$ cat src/rtl/jesd_reset_seq.sv
// JESD transceiver clock/reset bring-up and recovery sequencer.
// Define JESD_LOCK_LOSS_RECOVER_EN to auto-restart on lock loss in READY.
module jesd_reset_seq #(
  parameter int CLR_CYCLES    = 16,
  parameter int LOCK_TIMEOUT  = 65536,
  parameter int SETTLE_CYCLES = 1024,
  parameter int LOCK_FILTER   = 8,
  parameter int MAX_RETRIES   = 3,
  parameter int CNT_W         = 20
) (
  input  logic       freeclk,
  input  logic       rst,
  input  logic       start,
  input  logic       gt_pll_lock,
  input  logic       gt_reset_done,
  output logic       bufg_clr,
  output logic       gt_pll_reset,
  output logic       gt_dp_reset,
  output logic       core_rst,
  output logic       ready,
  output logic       fail,
  output logic [1:0] retry_cnt,
  output logic [2:0] state
);

  typedef enum logic [2:0] {
    IDLE      = 3'd0,
    CLR       = 3'd1,
    WAIT_LOCK = 3'd2,
    DP_RST    = 3'd3,
    WAIT_DONE = 3'd4,
    SETTLE    = 3'd5,
    READY     = 3'd6,
    FAIL      = 3'd7
  } st_t;

  localparam int FW = $clog2(LOCK_FILTER + 1);
  localparam logic [CNT_W-1:0] CLR_LAST = CNT_W'(CLR_CYCLES - 1);
  localparam logic [CNT_W-1:0] TO_LAST  = CNT_W'(LOCK_TIMEOUT - 1);
  localparam logic [CNT_W-1:0] SET_LAST = CNT_W'(SETTLE_CYCLES - 1);
  localparam logic [FW-1:0]    FLT_LAST = FW'(LOCK_FILTER - 1);
  localparam logic [FW-1:0]    FLT_MAX  = FW'(LOCK_FILTER);

  st_t              st_q;
  logic [5:0]       outs;
  logic [CNT_W-1:0] timer;
  logic [FW-1:0]    flt;
  logic             lock_m;
  logic             lock_s;
  logic             done_m;
  logic             done_s;
  logic             loss;
  logic             tmo;
  logic             can_retry;
  st_t              rty;

  // {bufg_clr, gt_pll_reset, gt_dp_reset, core_rst, ready, fail}
  function automatic logic [5:0] dec(input st_t s);
    dec = 6'b111100;
    unique case (s)
      IDLE, CLR:         dec = 6'b111100;
      WAIT_LOCK, DP_RST: dec = 6'b001100;
      WAIT_DONE, SETTLE: dec = 6'b000100;
      READY:             dec = 6'b000010;
      FAIL:              dec = 6'b111101;
    endcase
  endfunction

  assign loss      = !lock_s && (flt >= FLT_LAST);
  assign tmo       = (timer >= TO_LAST);
  assign can_retry = {30'd0, retry_cnt} < 32'(MAX_RETRIES);
  assign rty       = can_retry ? CLR : FAIL;

  assign {bufg_clr, gt_pll_reset, gt_dp_reset,
          core_rst, ready, fail} = outs;
  assign state = st_q;

  always_ff @(posedge freeclk) begin
    if (rst) begin
      st_q      <= IDLE;
      outs      <= dec(IDLE);
      retry_cnt <= '0;
      timer     <= '0;
      flt       <= '0;
      lock_m    <= 1'b0;
      lock_s    <= 1'b0;
      done_m    <= 1'b0;
      done_s    <= 1'b0;
    end else begin
      lock_m <= gt_pll_lock;
      lock_s <= lock_m;
      done_m <= gt_reset_done;
      done_s <= done_m;
      if (lock_s)              flt <= '0;
      else if (flt < FLT_MAX)  flt <= flt + 1'b1;
      if (timer != '1) timer <= timer + 1'b1;
      unique case (st_q)
        IDLE, FAIL: if (start) begin
          st_q      <= CLR;
          outs      <= dec(CLR);
          timer     <= '0;
          retry_cnt <= '0;
        end
        CLR: if (timer >= CLR_LAST) begin
          st_q  <= WAIT_LOCK;
          outs  <= dec(WAIT_LOCK);
          timer <= '0;
        end
        // lock wins over a coincident timeout
        WAIT_LOCK: if (lock_s) begin
          st_q  <= DP_RST;
          outs  <= dec(DP_RST);
          timer <= '0;
        end else if (tmo) begin
          st_q  <= rty;
          outs  <= dec(rty);
          timer <= '0;
          if (can_retry) retry_cnt <= retry_cnt + 1'b1;
        end
        DP_RST: begin
          st_q  <= WAIT_DONE;
          outs  <= dec(WAIT_DONE);
          timer <= '0;
        end
        WAIT_DONE: if (done_s) begin
          st_q  <= SETTLE;
          outs  <= dec(SETTLE);
          timer <= '0;
        end else if (tmo || loss) begin
          st_q  <= rty;
          outs  <= dec(rty);
          timer <= '0;
          if (can_retry) retry_cnt <= retry_cnt + 1'b1;
        end
        SETTLE: if (timer >= SET_LAST) begin
          st_q  <= READY;
          outs  <= dec(READY);
          timer <= '0;
        end
        READY: if (start) begin
          st_q      <= CLR;
          outs      <= dec(CLR);
          timer     <= '0;
          retry_cnt <= '0;
        end else if (loss) begin
`ifdef JESD_LOCK_LOSS_RECOVER_EN
          st_q      <= CLR;
          outs      <= dec(CLR);
          retry_cnt <= '0;
`else
          st_q      <= FAIL;
          outs      <= dec(FAIL);
`endif
          timer <= '0;
        end
      endcase
    end
  end

endmodule

$ cat config.mk
export PLATFORM = sky130hd
export DESIGN_NAME = jesd_reset_seq
export DESIGN_NICKNAME = d
export VERILOG_FILES = /design/src/rtl/jesd_reset_seq.sv
export SDC_FILE = /design/constraint.sdc
export NUM_CORES = 1
export LEC_CHECK = 0
export CAP_MARGIN = 25
export CELL_PAD_IN_SITES_DETAIL_PLACEMENT = 0
export CELL_PAD_IN_SITES_GLOBAL_PLACEMENT = 1
export CORE_MARGIN = 5
export CORE_UTILIZATION = 44
export CTS_CLUSTER_DIAMETER = 30
export DETAILED_ROUTE_END_ITERATION = 16
export PLACE_DENSITY = 0.82
export SYNTH_ARGS = -nofsm -noshare
export SYNTH_HDL_FRONTEND = slang
export SYNTH_SLANG_ARGS = --single-unit
$ cat constraint.sdc
create_clock -name freeclk -period 2.24 [get_ports freeclk]
set_input_delay 0.336 -clock freeclk [delete_from_list [all_inputs] [get_ports freeclk]]
set_output_delay 0.336 -clock freeclk [all_outputs]
set_load 0.03 [all_outputs]
Word-level counts from Yosys, hierarchy flattened:

Memories as Yosys holds them, arrays and structs flattened.
Index checks and enable logic that the tools add are counted.
Widths: inputs -> output; s select.

* reductions and logical operators: 10
* eq/ne operators: 19
* order comparisons: 6
* muxes and demuxes: 39
* $add $sub $neg: 3

Operators with widths (count)
* $mux 20: 10
* $pmux 20 s7: 1
* $mux 6: 9
* $pmux 6 s7: 1
* $mux 3: 10
* $pmux 3 s7: 1
* $add 20x1->20 const B: 1
* $ge 20x10->1 const B: 1
* $ge 20x16->1 const B: 1
* $ge 20x4->1 const B: 1
* $ne 20x20->1 const B: 1
* $ne 2x2->1 const B: 7
* $eq 3x3->1 const B: 4
* $mux 2: 6
* $reduce_and 6->1: 2
* $ne 3x3->1 const B: 3
* $eq 3x2->1 const B: 2
* $pmux 2 s3: 1
* $add 4x1->4 const B: 1
* $ge 4x3->1 const B: 1
* $lt 4x4->1 const B: 1
* $reduce_or 2->1: 2
* $eq 3x1->1 const B: 1
* $logic_not 3->1: 1
* 8 further kinds: 8

* ROM bits: 96
* input port bits: 5
* flip-flop bits (word level): 39
* logic and storage cells: 88
* memories kept: 2
* output and inout bits: 11

Memory list
* (name not given): depth 8, bits a word 6, rd ports 1, clocked after Yosys merged registers in 0, wr ports 0, line 60 `unique case (s)`
* (name not given): depth 8, bits a word 6, rd ports 1, clocked after Yosys merged registers in 0, wr ports 0, line 60

Logic depth before layout (Yosys ltp):

* depth after elaboration: 6
* gate-level depth with buffers: 8
* mapped depth without buffers: 7

Worst setup path before layout:

No wires, ideal clock.

* path type: register to register
* start point: register st_q[0] (netlist: state[0])
* end point: register timer[16]
* required time: 2.162 ns
* path slack: 0.150 ns
* period minus slack after synthesis: 2.090 ns
* buffers on the path: 2
* data arrival time: 2.012 ns
* library setup time: 0.078 ns
* cell stages (with the launch flop): 9
* cells stage by stage: dfxtp_1 -> bufbuf_16 -> nor4b_1 -> nand3_1 -> a211oi_1 -> a211oi_2 -> or2_2 -> buf_2 -> nor3_1

* longest elaborated chain between the ends: 3
* elaborated cells on any way between the ends: 10
* those cells by class: eq/ne: 7; mux: 1; reduce/logical: 2

RTL lines
* start: declaration: line 44 `st_t st_q;`
* start signal: assignment: line 115 `st_q <= rty;`
* start signal: assignment: line 130 `st_q <= rty;`
* $eq 3x3->1 or $logic_not 3->1 (tied branches): line 97 `unique case (st_q)`
* $reduce_or 2->1: line 97
* $pmux 20 s7 *: line 97
* end signal: assignment: line 96 `if (timer != '1) timer <= timer + 1'b1;`
* end: declaration: line 46 `logic [CNT_W-1:0] timer;`

Every way passes the cells marked *; elsewhere a longest branch is shown, timed or not.
A chain may end at the register's enable or synchronous reset.

Final worst setup path:

* start point: register timer[1]
* end point: register outs[0]

* longest elaborated chain between the ends: 4
* elaborated cells on any way between the ends: 9
* those cells by class: order compare: 3; eq/ne: 4; reduce/logical: 2

RTL lines
* $ge 20x16->1: line 70 `assign tmo = (timer >= TO_LAST);`
* $logic_or 1x1->1: line 129 `end else if (tmo || loss) begin`
* $ne 3x3->1 (no line)
* $reduce_and 6->1 (no line) *
* end signal: assignment: line 127 `outs <= dec(SETTLE);`
* end signal: assignment: line 131 `outs <= dec(rty);`
* end signal: assignment: line 137 `outs <= dec(READY);`
* end: declaration: line 45 `logic [5:0] outs;`

Marked as above.

==> results.json <==
{
  "wl_per_cell_um": 13.9,
  "clkTransAtPathRegs_ps": 80,
  "synth_fp_nets": 239,
  "dr_total_vias": 1720,
  "drtPass1Iterations": 4,
  "grt_overflow_total": 0,
  "fp-row-count": 24,
  "nNetsFinal": 271,
  "synth-simple-area-share": 0.292,
  "synth-edff-count": 0,
  "maxSlewViolCount": 0,
  "finalSetupTns_ps": 0,
  "finalClockSkew_ps": 7.62,
  "synthXorXnorAreaFrac": 0.0746,
  "gp_congestion": 0.775,
  "layoutNonFillerInstCount": 316,
  "synth_top_family_by_area": "simple AND/OR/NAND/NOR gates",
  "antenna_found_initial": 0,
  "postCtsHoldBufs": 0,
  "required_ps": 2470,
  "drive_above_1_share": 0.186,
  "synth_area_leaders": "dfxtp_1 38%, nor2_1 5.5%, xnor2_1 3.9%, a21oi_1 3.8%, nand2_1 3.6%",
  "outcome": "finished clean",
  "grt_pass1_wl_mm": 7.45,
  "post-dp-hpwl_mm": 3.11,
  "critPathCaptureType": "flip-flop",
  "grt_pass1_vias": 1566,
  "synth_area_per_cell_um2": 8.64,
  "power.leakage_nw": 0.909,
  "arrival_ps": 2360,
  "synth_top_area_cell": "dfxtp_1",
  "die_area_um2": 5990,
  "critPathMaxFanout": 5,
  "drc_errors": 0,
  "cp-start-kind": "flip-flop",
  "cts_tree": "yes",
  "clock-sinks": 38,
  "start_util": 0.455,
  "synth_seq_area_share": 0.381,
  "cts_htree_levels": 2,
  "whs_ps": 442,
  "place_inst": 307,
  "min_path_type": "reg -> reg",
  "cts_buffer_depth": 2,
  "layout_worst_path_cycle_share": 0.951,
  "synthToLayoutAreaGrowth_pct": 23.6,
  "ant_nets": 0,
  "synth_fa_ha_area_frac": 0.0188,
  "cap_violations": 0,
  "worst-slew-pin-transition_ps": 462,
  "place_area_um2": 2270,
  "coreArea_um2": 4380,
  "die_w_um": 77.4,
  "vias_per_cell": 5.44,
  "crit_chain": "ha_2 > nand3_2 > nor4_4 > a21boi_2 > a211oi_2 > buf_4 > or3b_1 > a21oi_1",
  "fill_cells": 418,
  "slowest_delay_ps": 360,
  "yosys_warnings": 0,
  "max_freq_mhz": 469,
  "finalSetupViolCount": 0,
  "antenna_cells": 0,
  "netlist_area_um2": 2000,
  "grt_max_degree": 21,
  "die_h_um": 77.4,
  "path_buf_inv": 1,
  "critical_path_class": "reg -> reg",
  "clk_latency_ps": 300,
  "cts_buffers": 5,
  "design_area_um2": 2470,
  "final_util": 0.563,
  "synthMuxAreaShare": 0.0201,
  "root_buffer": "clkbuf_8",
  "p_per_area_nw_per_um2": 979,
  "path_delay_family": "simple AND/OR/NAND/NOR gates",
  "synth_compound_area_frac": 0.157,
  "synth_ff_type": "dfxtp_1",
  "pin_count": 16,
  "synth_top_area_share": 0.381,
  "hold_viol": 0,
  "finalCriticalPeriod_ps": 2130,
  "ir_worst_vdd_v": 0.000570,
  "async_reset_ff_frac": 0,
  "r2r_slack_ps": 110,
  "grt_usage": 0.151,
  "drt_iter0_markers": 51,
  "ys_types": 48,
  "ys_ff_latch": 38,
  "synth_cells": 231,
  "portBuffers": 15,
  "slowest_stage": "or3b_1",
  "drt_wl_total_mm": 4.40,
  "slew_headroom": 0.689
}
final cells by class:
| type | count | area, um2 | area share |
|---|---|---|---|
| multi-input combinational | 178 | 1170 | 0.473 |
| timing repair buffer | 38 | 323 | 0.131 |
| clock inverter | 2 | 60.1 | 0.0243 |
| inverter | 2 | 7.51 | 0.00304 |
| clock buffer | 6 | 82.6 | 0.0335 |
| sequential | 38 | 762 | 0.309 |
| tap | 52 | 65.1 | 0.0264 |
report_power, final:
part | internal, mW | switching, mW
clock | 0.475 | 0.244
combinational | 0.375 | 0.500
sequential | 0.742 | 0.0799
logic make-up (layout without fill, tap and decap cells):
group,Yosys count,after routing
AND/OR/NAND/NOR,108,108
AO/OA/AOI/OAI,46,46
flip-flops,38,38
XOR/XNOR,17,17
buffers and inverters,15,48
multiplexers,4,4
adder cells (fa/ha/maj),3,3
path summary, 6_finish.rpt:
check	startpoint	depth (start not counted)	endpoint
min	lock_m$_SDFF_PP0_	1	lock_s$_SDFF_PP0_
min reg2reg	lock_m$_SDFF_PP0_	1	lock_s$_SDFF_PP0_
max	timer[1]$_SDFF_PP0_	8	outs[0]$_SDFFE_PP0P_
max reg2reg	timer[1]$_SDFF_PP0_	8	outs[0]$_SDFFE_PP0P_
cells in the mapped netlist, types with 2 or more instances:
library cell   n
or2_2          2
nor4b_1        3
buf_2          5
buf_4          2
xnor2_1        9
a21oi_1       15
dfxtp_1       38
nor2b_1        8
nand2b_1       3
nand3_1       10
ha_1           3
clkbuf_1       3
o21ai_0        7
mux2i_1        4
o21a_1         2
nor3_1        14
xor2_1         8
nor2_1        29
o31ai_1        2
nand4_1        3
buf_6          2
nand2_1       19
inv_1          2
nor4_1         5
or3b_1         2
a31oi_1        2
and3_1         3
and2b_2        2
o211ai_1       2
a211oi_1       4
timing repair:
action / 4_1_cts / 5_1_grt
gates resized for setup: 1 / 10
pin swaps: 0 / 2
endpoints found under the setup margin: 2 / 22
setup buffers: 0 / 1
registers in the layout, indices dropped and copies added, names as in the netlist:
register	count
done_s	1
lock_m	1
done_m	1
flt	4
state	3
outs	5
lock_s	1
timer	20
retry_cnt	2
worst reg2reg max path: cells and delay by family (launching register included):
family                     cells  cell delay, ps
and+or+nand+nor                3             840
AOI/OAI and AO/OA              3             510
DFF                            1             350
adders and majority gates      1             200
buffers and inverters          1             180
cells in the final DEF, fill, tap and decap left out, types with 2 or more instances in the layout:
master / instances
mux2i_1: 4
xnor2_1: 9
o21ai_0: 7
nor2b_1: 8
nand3_1: 9
nand2_1: 19
buf_4: 23
ha_1: 2
inv_1: 2
xor2_1: 8
nor4b_1: 3
a211oi_1: 4
nand2b_1: 3
or3b_1: 2
clkbuf_8: 6
bufinv_16: 2
and3_1: 3
and2b_2: 2
nor2_1: 29
o21a_1: 2
a31oi_1: 2
nand4_1: 3
dfxtp_1: 37
nor3_1: 13
a21oi_1: 15
nor4_1: 4
clkdlybuf4s50_1: 15
o31ai_1: 2
o211ai_1: 2
metal layers:
layer | share of wire | wire (um) | vias to the layer above | GRT usage
met1 | 0.51 | 2230 | 799 | 0.207
met3 | 0.033 | 144 | 8 | 0.0417
met5 | 0 | 0 | - | 0
met2 | 0.45 | 1960 | 23 | 0.228
met4 | 0.015 | 64 | 0 | 0.0515
li1 | - | - | 890 | -
stage by stage:
stage | total power, mW | setup WS, ps
6_report | 2.42 | 109
5_1_grt | 2.56 | -12.8
4_1_cts | 2.41 | 12.3
3_5_place_dp | 1.69 | -27.3
3_3_place_gp | 1.68 | 31.1
2_1_floorplan | 1.48 | 150
(Power assumes the default switching activity.)
